===== config.mk =====
export PLATFORM = sky130hd
export DESIGN_NAME = dac_sample_feeder_flat
export DESIGN_NICKNAME = d
export VERILOG_FILES = /design/src/rtl/dac_sample_feeder_if.sv /design/src/rtl/dac_sample_feeder.sv /design/src/flat_wrapper.sv
export SDC_FILE = /design/constraint.sdc
export NUM_CORES = 1
export LEC_CHECK = 0
export ABC_AREA = 1
export CORE_MARGIN = 3
export CORE_UTILIZATION = 44
export DETAILED_ROUTE_END_ITERATION = 6
export HOLD_SLACK_MARGIN = 0.1
export SYNTH_ARGS = -nofsm -noshare
export SYNTH_HDL_FRONTEND = slang
export SYNTH_SLANG_ARGS = --single-unit

===== constraint.sdc =====
create_clock -name clk -period 3.33 [get_ports clk]
set_input_delay 0.666 -clock clk [delete_from_list [all_inputs] [get_ports clk]]
set_output_delay 0.666 -clock clk [all_outputs]
set_load 0.02 [all_outputs]

===== src/rtl/dac_sample_feeder_if.sv =====
// Sample stream into the DAC pacing stage: valid/ready handshake carrying one DAC code per beat.
interface dac_sample_feeder_if #(
    parameter int DATA_W = 14
) ();
    logic              s_valid;
    logic [DATA_W-1:0] s_data;
    logic              s_ready;

    modport master (output s_valid, output s_data, input s_ready);
    modport slave  (input s_valid, input s_data, output s_ready);
endinterface


===== src/rtl/dac_sample_feeder.sv =====
// Paces buffered samples onto the serializer data bus, one word per WORD_CYCLES clocks,
// with FIFO priming, underflow substitution and slot-aligned stop.
module dac_sample_feeder #(
    parameter int                DATA_W         = 14,
    parameter int                WORD_CYCLES    = 8,
    parameter int                FIFO_DEPTH     = 16,
    parameter int                PRIME_LEVEL    = 4,
    parameter logic [DATA_W-1:0] IDLE_CODE      = 14'h2000,
    parameter int                UNDERFLOW_MODE = 0,
    localparam int               LVL_W          = $clog2(FIFO_DEPTH) + 1
) (
    input  logic                clk,
    input  logic                reset,
    dac_sample_feeder_if.slave  s,
    input  logic                enable,
    input  logic                flush,
    input  logic                clear_err,
    output logic [DATA_W-1:0]   data_out,
    output logic                word_strobe,
    output logic                running,
    output logic [LVL_W-1:0]    fifo_level,
    output logic                underflow,
    output logic [15:0]         underflow_cnt
);
    localparam int AW = $clog2(FIFO_DEPTH);
    localparam int CW = $clog2(WORD_CYCLES);

    typedef enum logic [1:0] {S_IDLE, S_PRIME, S_RUN} state_t;

    state_t            state_q, state_d;
    logic [CW-1:0]     cnt_q, cnt_d;
    logic [AW-1:0]     wr_ptr_q, wr_ptr_d, rd_ptr_q, rd_ptr_d;
    logic [LVL_W-1:0]  level_q, level_d;
    logic [DATA_W-1:0] data_q, data_d;
    logic              strobe_q, strobe_d;
    logic              uf_q, uf_d;
    logic [15:0]       ufcnt_q, ufcnt_d;
    logic              stop_q, stop_d;
    logic              full, empty, push, pop, do_flush;

    logic [DATA_W-1:0] mem [FIFO_DEPTH];

    function automatic logic [15:0] sat_inc(input logic [15:0] v);
        return (v == 16'hFFFF) ? v : v + 16'd1;
    endfunction

    assign full      = (level_q == LVL_W'(FIFO_DEPTH));
    assign empty     = (level_q == '0);
    assign s.s_ready = !full;
    assign push      = s.s_valid && !full;

    always_comb begin
        state_d  = state_q;
        cnt_d    = cnt_q;
        data_d   = data_q;
        strobe_d = 1'b0;
        uf_d     = uf_q;
        ufcnt_d  = ufcnt_q;
        stop_d   = stop_q;
        pop      = 1'b0;
        do_flush = 1'b0;
        if (clear_err) begin
            uf_d    = 1'b0;
            ufcnt_d = 16'd0;
        end
        case (state_q)
            S_IDLE: begin
                cnt_d    = '0;
                stop_d   = 1'b0;
                do_flush = flush;
                if (enable) state_d = S_PRIME;
            end
            S_PRIME: begin
                if (!enable) begin
                    state_d = S_IDLE;
                end else if (level_q >= LVL_W'(PRIME_LEVEL)) begin
                    pop      = 1'b1;
                    data_d   = mem[rd_ptr_q];
                    strobe_d = 1'b1;
                    cnt_d    = '0;
                    state_d  = S_RUN;
                end
            end
            S_RUN: begin
                // A stop request made anywhere in the slot is remembered until the slot ends.
                if (!enable) stop_d = 1'b1;
                if (cnt_q == CW'(WORD_CYCLES - 1)) begin
                    cnt_d    = '0;
                    strobe_d = 1'b1;
                    if (stop_q || !enable) begin
                        data_d  = IDLE_CODE;
                        stop_d  = 1'b0;
                        state_d = S_IDLE;
                    end else if (!empty) begin
                        pop    = 1'b1;
                        data_d = mem[rd_ptr_q];
                    end else begin
                        if (UNDERFLOW_MODE != 0) data_d = IDLE_CODE;
                        uf_d    = 1'b1;
                        // A same-cycle clear restarts the count at this underflow.
                        ufcnt_d = clear_err ? 16'd1 : sat_inc(ufcnt_q);
                    end
                end else begin
                    cnt_d = cnt_q + CW'(1);
                end
            end
            default: state_d = S_IDLE;
        endcase
    end

    always_comb begin
        wr_ptr_d = wr_ptr_q;
        rd_ptr_d = rd_ptr_q;
        level_d  = level_q;
        if (push) wr_ptr_d = wr_ptr_q + AW'(1);
        if (do_flush) begin
            rd_ptr_d = wr_ptr_q;
            level_d  = LVL_W'(push);
        end else begin
            if (pop) rd_ptr_d = rd_ptr_q + AW'(1);
            level_d = level_q + LVL_W'(push) - LVL_W'(pop);
        end
    end

    always_ff @(posedge clk) begin
        if (push) mem[wr_ptr_q] <= s.s_data;
    end

    always_ff @(posedge clk or negedge reset) begin
        if (!reset) begin
            state_q  <= S_IDLE;
            cnt_q    <= '0;
            wr_ptr_q <= '0;
            rd_ptr_q <= '0;
            level_q  <= '0;
            data_q   <= IDLE_CODE;
            strobe_q <= 1'b0;
            uf_q     <= 1'b0;
            ufcnt_q  <= 16'd0;
            stop_q   <= 1'b0;
        end else begin
            state_q  <= state_d;
            cnt_q    <= cnt_d;
            wr_ptr_q <= wr_ptr_d;
            rd_ptr_q <= rd_ptr_d;
            level_q  <= level_d;
            data_q   <= data_d;
            strobe_q <= strobe_d;
            uf_q     <= uf_d;
            ufcnt_q  <= ufcnt_d;
            stop_q   <= stop_d;
        end
    end

    assign data_out      = data_q;
    assign word_strobe   = strobe_q;
    assign running       = (state_q == S_RUN);
    assign fifo_level    = level_q;
    assign underflow     = uf_q;
    assign underflow_cnt = ufcnt_q;
endmodule

===== src/flat_wrapper.sv =====
// flat-port wrapper written by rule: the top's interface ports become plain ports
module dac_sample_feeder_flat 
#(
    parameter int                DATA_W         = 14,
    parameter int                WORD_CYCLES    = 8,
    parameter int                FIFO_DEPTH     = 16,
    parameter int                PRIME_LEVEL    = 4,
    parameter logic [DATA_W-1:0] IDLE_CODE      = 14'h2000,
    parameter int                UNDERFLOW_MODE = 0,
    localparam int               LVL_W          = $clog2(FIFO_DEPTH) + 1
)
  (clk, reset, enable, flush, clear_err, data_out, word_strobe, running, fifo_level, underflow, underflow_cnt, s_s_valid, s_s_data, s_s_ready);
  dac_sample_feeder_if #(.DATA_W(DATA_W)) s_i ();
  input  logic clk;
  input  logic reset;
  input  logic enable;
  input  logic flush;
  input  logic clear_err;
  output logic [DATA_W-1:0] data_out;
  output logic word_strobe;
  output logic running;
  output logic [LVL_W-1:0] fifo_level;
  output logic underflow;
  output logic [15:0] underflow_cnt;
  input wire logic [$bits(s_i.s_valid)-1:0] s_s_valid;
  input wire logic [$bits(s_i.s_data)-1:0] s_s_data;
  output wire logic [$bits(s_i.s_ready)-1:0] s_s_ready;
  assign s_i.s_valid = s_s_valid;
  assign s_i.s_data = s_s_data;
  assign s_s_ready = s_i.s_ready;
  dac_sample_feeder #(.DATA_W(DATA_W), .WORD_CYCLES(WORD_CYCLES), .FIFO_DEPTH(FIFO_DEPTH), .PRIME_LEVEL(PRIME_LEVEL), .IDLE_CODE(IDLE_CODE), .UNDERFLOW_MODE(UNDERFLOW_MODE)) u_core (.clk(clk), .reset(reset), .s(s_i), .enable(enable), .flush(flush), .clear_err(clear_err), .data_out(data_out), .word_strobe(word_strobe), .running(running), .fifo_level(fifo_level), .underflow(underflow), .underflow_cnt(underflow_cnt));
endmodule

==> results_dict.tcl, run 1 <==
set metrics [dict create \
    nets 1207 \
    grt_max_degree 83 \
    worst_hold_slack_ns 0.283 \
    start_util 0.449 \
    io_buffers 58 \
    slew_headroom 0.339 \
    die_w_um 170 \
    pwr-share-comb 0.336 \
    period_share 0.878 \
    fin_crit_ns 2.92 \
    cp-endpoint "u_core.fifo_level[4]$_DFF_PN0_" \
    root_buffer "clkbuf_16" \
    yosysTopAreaCell "edfxtp_1" \
    cp_max_fo 8 \
    p_clk_frac 0.261 \
    clock_skew_ns 0.0167 \
    critPathKind "register to register" \
    regToRegEndpoint "u_core.fifo_level[4]$_DFF_PN0_" \
    synth-seq-area-share 0.680 \
    r2r_setup_slack_ns 0.41 \
    p_leak_nw 5.25 \
    synth_cell_types 38 \
    area.growth.synth_to_final_pct 16.7 \
    tns_ns 0 \
    power.density_nw_per_um2 814 \
    power_mw 11.2 \
    vias 8042 \
    globalRouteTotalUtil 0.196 \
    critPathLaunchType "register" \
    synth_seq_cells 275 \
    synthesis.instances 1081 \
    min_path_type "input pin to asynchronous set/reset pin" \
    clk_latency_ns 0.54 \
    max_freq_mhz 342 \
    antenna_found_initial 0 \
    core_area_um2 26200 \
    dp_hpwl_um 17400 \
    cp-startpoint "u_core.state_q[0]$_DFFE_PN0P_" \
    fin_area_um2 13700 \
    cts_resized 0 \
    clk_pin_slew_ns 0.06 \
    synth_flop_cell "edfxtp_1" \
    numCtsBuffers 29 \
    postCtsHoldBufs 0 \
    avgViaCountPerCell 5.28 \
    m1WireLength_um 13000 \
    netlist_area_um2 11800 \
    die_h_um 170 \
    status "complete, no violations" \
    synth.area.top_cells "edfxtp_1 57%, dfrtp_1 11%, nand2_1 8.7%, nor2_1 4.8%, nand3_1 2.9%" \
    synth_fp_nets 1121 \
    wl_met2_um 12900 \
    final_layout_size_suffix_gt1_frac 0.0859 \
    synth_most_common_cell "nand2_1" \
    drc_errors 0 \
    grt_pass1_wl_um 43400 \
    required_ns 3.76 \
    place.gp.congestion 0.828 \
    ir_worst_vdd_mv 0.427 \
    routedWlPerCell_um 18.7 \
    r2r-start "u_core.state_q[0]$_DFFE_PN0P_" \
    r2r_cells 19 \
    diodes 0 \
    dr.max_layer_used "met4" \
    synth_edf_count 224 \
    cp.arrival_ns 3.35 \
    grt_setup_unrepaired "no" \
    drt_iter0_markers 775 \
    drv_cap 0 \
    place_area_um2 12900 \
    cts_max_path_buffers 3 \
    grt_overflow 0 \
    p_seq_frac 0.402 \
    htree_levels 1 \
    dr_wl_met3_um 1840 \
    p_sw_mw 4.10 \
    pin_count 59 \
    cts_tree "built" \
    tightest_slew_ns 0.991 \
    synth_common_cells "274 x nand2_1, 224 x edfxtp_1, 150 x nor2_1, 69 x nand3_1, 64 x o21ai_0" \
    dr.pass1.iters 5 \
    utilization 0.524 \
    setup_viol 0 \
    syn_avg_cell_area_um2 10.9 \
    yosys_warnings 0 \
    fp-row-count 59 \
    drt-total-wl_um 28400 \
    power.internal_mw 7.09 \
    finalHoldViolations 0 \
    maxSlewViolCount 0 \
    ys_async_sr_fraction 0.185 \
    cts.sinks 275 \
    yosysTopAreaCellShare 0.572 \
    grt_pass1_vias 7415 \
    dieArea_um2 28700 \
    switching_share 0.366 \
    drtAntennaViolNets 0 \
    nFillCells 2253 \
    cp-end-kind "register" \
    cts_setup_buffers 0 \
]
==> critical path, cell delays in order (launching register included) <==
cell     delay, ns
dfrtp_1       0.40
inv_1         0.11
ha_1          0.36
nand2_1       0.12
nor2_1        0.18
nand2_1       0.07
nand2_1       0.07
nand2_1       0.08
inv_1         0.06
ha_1          0.21
inv_1         0.06
ha_1          0.15
inv_1         0.05
fa_1          0.35
inv_1         0.09
nand2_1       0.05
a21oi_1       0.13
nor2_1        0.07
o21ai_0       0.14
a21oi_1       0.06
==> cells in the final DEF, fill, tap and decap left out, drive strengths merged, types with 15 or more instances in the layout <==
| cell | instances |
|---|---|
| edfxtp | 224 |
| nand3 | 72 |
| dfrtp | 50 |
| o211ai | 20 |
| clkinv | 18 |
| o21ai | 104 |
| nor2 | 158 |
| clkbuf | 34 |
| ha | 19 |
| buf | 42 |
| nand2 | 276 |
| clkdlybuf4s50 | 57 |
| a21oi | 15 |
| inv | 61 |
==> sequential cells by signal, indices dropped and copies added, names as in the netlist <==
| register | flops |
|---|---|
| u_core.mem | 224 |
| u_core.underflow_cnt | 16 |
| u_core.data_out | 14 |
| u_core.fifo_level | 5 |
| u_core.rd_ptr_q | 4 |
| u_core.wr_ptr_q | 4 |
| u_core.cnt_q | 3 |
| u_core.state_q | 2 |
| u_core.stop_q | 1 |
| u_core.underflow | 1 |
| u_core.word_strobe | 1 |
==> area by class of cell <==
| class | count | area (µm²) | share of cell area |
|---|---|---|---|
| multi-input combinational | 698 | 3300 | 0.240 |
| clock buffer | 34 | 744 | 0.0542 |
| inverter | 64 | 241 | 0.0176 |
| sequential | 275 | 8010 | 0.583 |
| tap | 335 | 419 | 0.0305 |
| timing repair buffer | 99 | 921 | 0.0671 |
| clock inverter | 17 | 101 | 0.00738 |
==> power groups by stage <==
stage	sequential (mW)	clock (mW)	combinational (mW)
5_1_grt	4.55	3.12	4.21
2_1_floorplan	4.57	0	2.38
3_5_place_dp	4.57	0	3.76
3_3_place_gp	4.56	0	3.72
6_report	4.50	2.92	3.76
4_1_cts	4.50	2.98	3.78
==> logic make-up (layout without fill, tap and decap cells) <==
family                   count (synthesis)  in the layout  synth area share
AND/OR/NAND/NOR                        526            526             0.187
flip-flops                             275            275             0.680
AO/OA/AOI/OAI                          148            148            0.0686
buffers and inverters                  108            214            0.0393
adder cells (fa/ha/maj)                 20             20            0.0219
XOR/XNOR                                 4              4           0.00298
==> per-layer routing <==
metal / track usage / up-vias
met5: 0 / -
li1: - / 3854
met4: 0.0494 / 0
met1: 0.291 / 3889
met3: 0.0259 / 45
met2: 0.309 / 254
==> how the worst min path moves through the flow <==
stage	startpoint	endpoint	slack, ns	cells past startpoint
floorplan	reset	u_core.cnt_q[0]$_DFFE_PN0P_	0.37	0
global placement	u_core.data_out[6]$_DFFE_PN0P_	u_core.data_out[6]$_DFFE_PN0P_	0.47	2
detailed placement	u_core.data_out[6]$_DFFE_PN0P_	u_core.data_out[6]$_DFFE_PN0P_	0.47	2
CTS	reset	u_core.fifo_level[0]$_DFF_PN0_	0.32	1
global route	reset	u_core.rd_ptr_q[1]$_DFFE_PN0P_	0.36	1
finish	reset	u_core.fifo_level[1]$_DFF_PN0_	0.28	1
==> metrics by stage <==
stage                     instances  worst slack [ns]
after floorplan                1081             0.637
after global placement         1471             0.172
after detailed placement       1471             0.150
after CTS                      1522             0.440
after global routing           1522            0.0925
final                          1522             0.405
No activity file was read; power rests on OpenSTA's default activity.
==> inputs of run 2 (changes only) <==
--- a/config.mk
+++ b/config.mk
@@ -8,6 +8,7 @@
 export ABC_AREA = 1
 export CORE_MARGIN = 3
 export CORE_UTILIZATION = 44
+export CTS_BUF_LIST = sky130_fd_sc_hd__clkbuf_4 sky130_fd_sc_hd__clkbuf_8 sky130_fd_sc_hd__clkbuf_16
 export DETAILED_ROUTE_END_ITERATION = 6
 export HOLD_SLACK_MARGIN = 0.1
 export SYNTH_ARGS = -nofsm -noshare
==> results_dict.tcl, run 2 (synthesis gave the netlist of run 1 again) <==
set metrics [dict create \
    numCtsBuffers 29 \
    grt_pass1_wl_um 43400 \
    dr.pass1.iters 5 \
    vias 8040 \
    p_clk_frac 0.265 \
    antenna_found_initial 0 \
    place_area_um2 12900 \
    drtAntennaViolNets 0 \
    drt-total-wl_um 28400 \
    avgViaCountPerCell 5.28 \
    period_share 0.878 \
    slew_headroom 0.343 \
    cts.sinks 275 \
    power.density_nw_per_um2 816 \
    clock_skew_ns 0.0221 \
    critPathLaunchType "register" \
    required_ns 3.76 \
    critPathMaxStageDelay_ns 0.40 \
    cp-end-kind "register" \
    layout_common_cells "274 x nand2_1, 224 x edfxtp_1, 150 x nor2_1" \
    cts_resized 0 \
    final_layout_size_suffix_gt1_frac 0.0901 \
    path_buf_inv 5 \
    layout_commonest_cell "nand2_1" \
    fin_area_um2 13800 \
    p_leak_nw 5.27 \
    tightest_slew_ns 0.985 \
    fp-row-count 59 \
    clk_pin_slew_ns 0.06 \
    nFillCells 2251 \
    pwr-share-comb 0.334 \
    postCtsHoldBufs 0 \
    regToRegEndpoint "u_core.fifo_level[4]$_DFF_PN0_" \
    globalRouteTotalUtil 0.196 \
    diodes 0 \
    crit_chain "inv_1, ha_1, nand2_1, nor2_1, nand2_1, nand2_1, nand2_1, inv_1, ha_1, inv_1, ha_1, inv_1, fa_1, inv_1, nand2_1, a21oi_1, nor2_1, o21ai_0, a21oi_1" \
    power.internal_mw 7.13 \
    nets 1207 \
    start_util 0.449 \
    core_area_um2 26200 \
    finalHoldViolations 0 \
    cpMaxStageDelayCell "dfrtp_1" \
    place.gp.congestion 0.828 \
    p_seq_frac 0.401 \
    cts_max_path_buffers 3 \
    cp_max_fo 8 \
    grt_pass1_vias 7417 \
    grt_setup_unrepaired "no" \
    pin_count 59 \
    die_w_um 170 \
    largest_reg_flops 224 \
    grt_max_degree 83 \
    p_sw_mw 4.10 \
    r2r_setup_slack_ns 0.41 \
    drc_errors 0 \
    io_buffers 58 \
    drv_cap 0 \
    maxSlewViolCount 0 \
    path_delay_family "adder cells" \
    root_buffer "clkbuf_16" \
    die_h_um 170 \
    cts_setup_buffers 0 \
    drt_iter0_markers 751 \
    r2r-start "u_core.state_q[0]$_DFFE_PN0P_" \
    critPathKind "register to register" \
    grt_overflow 0 \
    clk_latency_ns 0.55 \
    dieArea_um2 28700 \
    setup_viol 0 \
    routedWlPerCell_um 18.7 \
    max_freq_mhz 342 \
    min_path_type "input pin to asynchronous set/reset pin" \
    cts_tree "built" \
    status "complete, no violations" \
    switching_share 0.365 \
    htree_levels 1 \
    largest_register "u_core.mem" \
    ir_worst_vdd_mv 0.427 \
    cp.arrival_ns 3.36 \
    area.growth.synth_to_final_pct 16.9 \
    tns_ns 0 \
    r2r_cells 19 \
    fin_crit_ns 2.92 \
    dp_hpwl_um 17400 \
]
run 2: per-stage QoR:
step | setup slack [ns] | std cells | power (mW) | util | hold WS [ns]
2_1_floorplan | 0.637 | 1081 | 6.95 | - | 0.370
3_3_place_gp | 0.172 | 1471 | 8.29 | 0.492 | 0.469
3_5_place_dp | 0.150 | 1471 | 8.32 | 0.492 | 0.469
4_1_cts | 0.440 | 1522 | 11.3 | 0.525 | 0.318
5_1_grt | 0.0925 | 1522 | 11.9 | 0.525 | 0.359
6_report | 0.406 | 1522 | 11.2 | 0.525 | 0.268
run 2: power by group through the flow:
| stage | registers, mW | clock network [mW] | logic (mW) |
|---|---|---|---|
| after floorplan | 4.57 | 0 | 2.38 |
| after global placement | 4.56 | 0 | 3.72 |
| after detailed placement | 4.57 | 0 | 3.76 |
| after CTS | 4.50 | 3.03 | 3.78 |
| after global routing | 4.55 | 3.16 | 4.21 |
| final | 4.50 | 2.97 | 3.75 |
run 2: final cells by class:
| type | instances | area, µm² | area share |
|---|---|---|---|
| Inverter | 64 | 241 | 0.0176 |
| Tap cell | 335 | 419 | 0.0305 |
| Multi-Input combinational cell | 698 | 3300 | 0.240 |
| Timing Repair Buffer | 99 | 921 | 0.0670 |
| Sequential cell | 275 | 8010 | 0.582 |
| Clock buffer | 34 | 763 | 0.0555 |
| Clock inverter | 17 | 101 | 0.00737 |
run 2: worst max-delay path by stage:
stage	cells after the start	to	start	slack, ns
2_1_floorplan	19	u_core.fifo_level[4]$_DFF_PN0_	u_core.state_q[0]$_DFFE_PN0P_	0.64
3_3_place_gp	18	u_core.fifo_level[4]$_DFF_PN0_	enable	0.17
3_5_place_dp	18	u_core.fifo_level[4]$_DFF_PN0_	enable	0.15
4_1_cts	19	u_core.fifo_level[4]$_DFF_PN0_	u_core.state_q[0]$_DFFE_PN0P_	0.44
5_1_grt	19	u_core.fifo_level[4]$_DFF_PN0_	u_core.state_q[0]$_DFFE_PN0P_	0.09
6_report	19	u_core.fifo_level[4]$_DFF_PN0_	u_core.state_q[0]$_DFFE_PN0P_	0.41
run 2: routing by layer:
metal | track usage | vias to the layer above | wire length [µm]
li1 | - | 3853 | -
met1 | 0.291 | 3889 | 13000
met2 | 0.310 | 257 | 12900
met3 | 0.0256 | 41 | 1820
met4 | 0.0509 | 0 | 695
met5 | 0 | - | 0
==> inputs of run 3 (changes only) <==
--- a/config.mk
+++ b/config.mk
@@ -7,10 +7,12 @@
 export LEC_CHECK = 0
 export ABC_AREA = 1
 export CORE_MARGIN = 3
-export CORE_UTILIZATION = 44
+export CORE_UTILIZATION = 51
 export CTS_BUF_LIST = sky130_fd_sc_hd__clkbuf_4 sky130_fd_sc_hd__clkbuf_8 sky130_fd_sc_hd__clkbuf_16
 export DETAILED_ROUTE_END_ITERATION = 6
 export HOLD_SLACK_MARGIN = 0.1
+export PLACE_DENSITY = 0.69
+export SKIP_LAST_GASP = 1
 export SYNTH_ARGS = -nofsm -noshare
 export SYNTH_HDL_FRONTEND = slang
 export SYNTH_SLANG_ARGS = --single-unit
==> results_dict.tcl, run 3 (synthesis gave the netlist of run 1 again) <==
set metrics [dict create \
    cts_tree "built" \
    largest_register "u_core.mem" \
    max_freq_mhz 341 \
    dieArea_um2 24900 \
    fp-row-count 54 \
    start_util 0.529 \
    violations "DRC" \
    required_ns 3.75 \
    diodes 0 \
    grt_pass1_wl_um 42400 \
    clk_pin_slew_ns 0.06 \
    area.growth.synth_to_final_pct 16.6 \
    multiInputGateArea_um2 3300 \
    drc_errors 1 \
    place_area_um2 12800 \
    avgViaCountPerCell 5.47 \
    finalHoldViolations 0 \
    p_leak_nw 5.29 \
    root_buffer "clkbuf_16" \
    layout_common_cells "274 x nand2_1, 224 x edfxtp_1, 150 x nor2_1" \
    htree_levels 1 \
    critPathKind "register to register" \
    seqCellArea_um2 8010 \
    dp_hpwl_um 17100 \
    clock_skew_ns 0.0126 \
    grt_setup_unrepaired "no" \
    layout_commonest_cell "nand2_1" \
    place.gp.congestion 0.879 \
    die_w_um 158 \
    r2r_cells 19 \
    maxSlewViolCount 0 \
    status "finished with violations" \
    clk_latency_ns 0.53 \
    r2r_setup_slack_ns 0.40 \
    drt-total-wl_um 27200 \
    io_buffers 58 \
    fin_crit_ns 2.93 \
    setup_viol 0 \
    globalRouteTotalUtil 0.222 \
    grt_pass1_vias 7640 \
    critPathLaunchType "register" \
    cts_setup_buffers 0 \
    largest_reg_flops 224 \
    die_h_um 158 \
    cp.arrival_ns 3.35 \
    tightest_slew_ns 0.704 \
    core_area_um2 22200 \
    fin_area_um2 13700 \
    routedWlPerCell_um 18.6 \
    power.density_nw_per_um2 829 \
    grt_overflow 0 \
    nFillCells 1752 \
    antenna_found_initial 0 \
    cts.sinks 275 \
    cts_resized 0 \
    drtAntennaViolNets 0 \
    vias 8009 \
    regToRegEndpoint "u_core.fifo_level[4]$_DFF_PN0_" \
    cts_max_path_buffers 3 \
    period_share 0.880 \
    drv_cap 0 \
    grt_max_degree 55 \
    drt_iter0_markers 629 \
    numCtsBuffers 29 \
    cp-end-kind "register" \
    postCtsHoldBufs 0 \
    dr.pass1.iters 7 \
    pin_count 59 \
    cp_max_fo 8 \
    min_path_type "input pin to asynchronous set/reset pin" \
    slew_headroom 0.529 \
    ir_worst_vdd_mv 0.618 \
    tns_ns 0 \
    final_layout_size_suffix_gt1_frac 0.0895 \
    nets 1204 \
    r2r-start "u_core.state_q[0]$_DFFE_PN0P_" \
]
run 3: cell types whose count changed in the layout (fill, tap and decap cells not counted):
cell | previous run | this run
buf_4 | 38 | 34
bufinv_16 | 1 | 3
clkbuf_4 | 5 | 3
clkinv_1 | 11 | 9
buf_12 | 3 | 4
inv_2 | 4 | 5
inv_6 | 0 | 1
run 3: area by class of cell:
| cell class | count | area share |
|---|---|---|
| Clock buffer | 32 | 0.0545 |
| Clock inverter | 19 | 0.0122 |
| Sequential cell | 275 | 0.584 |
| Timing Repair Buffer | 96 | 0.0664 |
| Inverter | 64 | 0.0175 |
| Multi-Input combinational cell | 698 | 0.240 |
| Tap cell | 280 | 0.0255 |
run 3: metal layers:
metal	wire (µm)	up-vias	GRT usage
met5	0	-	0
met3	2090	36	0.0361
met4	546	0	0.0570
met2	12400	288	0.349
met1	12100	3817	0.327
li1	-	3868	-
run 3: report_power, final:
group,internal (mW),switching (mW)
combinational,1.25,2.55
sequential,4.21,0.268
clock,1.84,1.26
total,7.29,4.08
run 3: worst max-delay path, stage by stage, from the launching register on:
cell and delay (ns):
dfrtp_1 0.41, inv_1 0.11, ha_1 0.35, nand2_1 0.11
nor2_1 0.15, nand2_1 0.08, nand2_1 0.08, nand2_1 0.08
inv_1 0.07, ha_1 0.22, inv_1 0.06, ha_1 0.15
inv_1 0.05, fa_1 0.35, inv_1 0.09, nand2_1 0.05
a21oi_1 0.13, nor2_1 0.07, o21ai_0 0.17, a21oi_1 0.06
run 3: through the flow:
stage	setup WS, ns	power, mW	cells	hold slack [ns]	util
after global placement	0.197	8.25	1413	0.468	0.576
after global routing	0.0757	12.0	1464	0.220	0.617
after floorplan	0.637	6.95	1081	0.370	-
after CTS	0.405	11.4	1464	0.186	0.617
final	0.398	11.4	1464	0.173	0.617
after detailed placement	0.120	8.33	1413	0.467	0.576
run 3: how the worst max path moves through the flow:
stage / end / cells after the start / from
5_1_grt: u_core.fifo_level[4]$_DFF_PN0_ / 19 / u_core.state_q[0]$_DFFE_PN0P_
4_1_cts: u_core.fifo_level[4]$_DFF_PN0_ / 19 / u_core.state_q[0]$_DFFE_PN0P_
3_5_place_dp: u_core.fifo_level[4]$_DFF_PN0_ / 19 / enable
3_3_place_gp: u_core.fifo_level[4]$_DFF_PN0_ / 19 / enable
6_report: u_core.fifo_level[4]$_DFF_PN0_ / 19 / u_core.state_q[0]$_DFFE_PN0P_
2_1_floorplan: u_core.fifo_level[4]$_DFF_PN0_ / 19 / u_core.state_q[0]$_DFFE_PN0P_
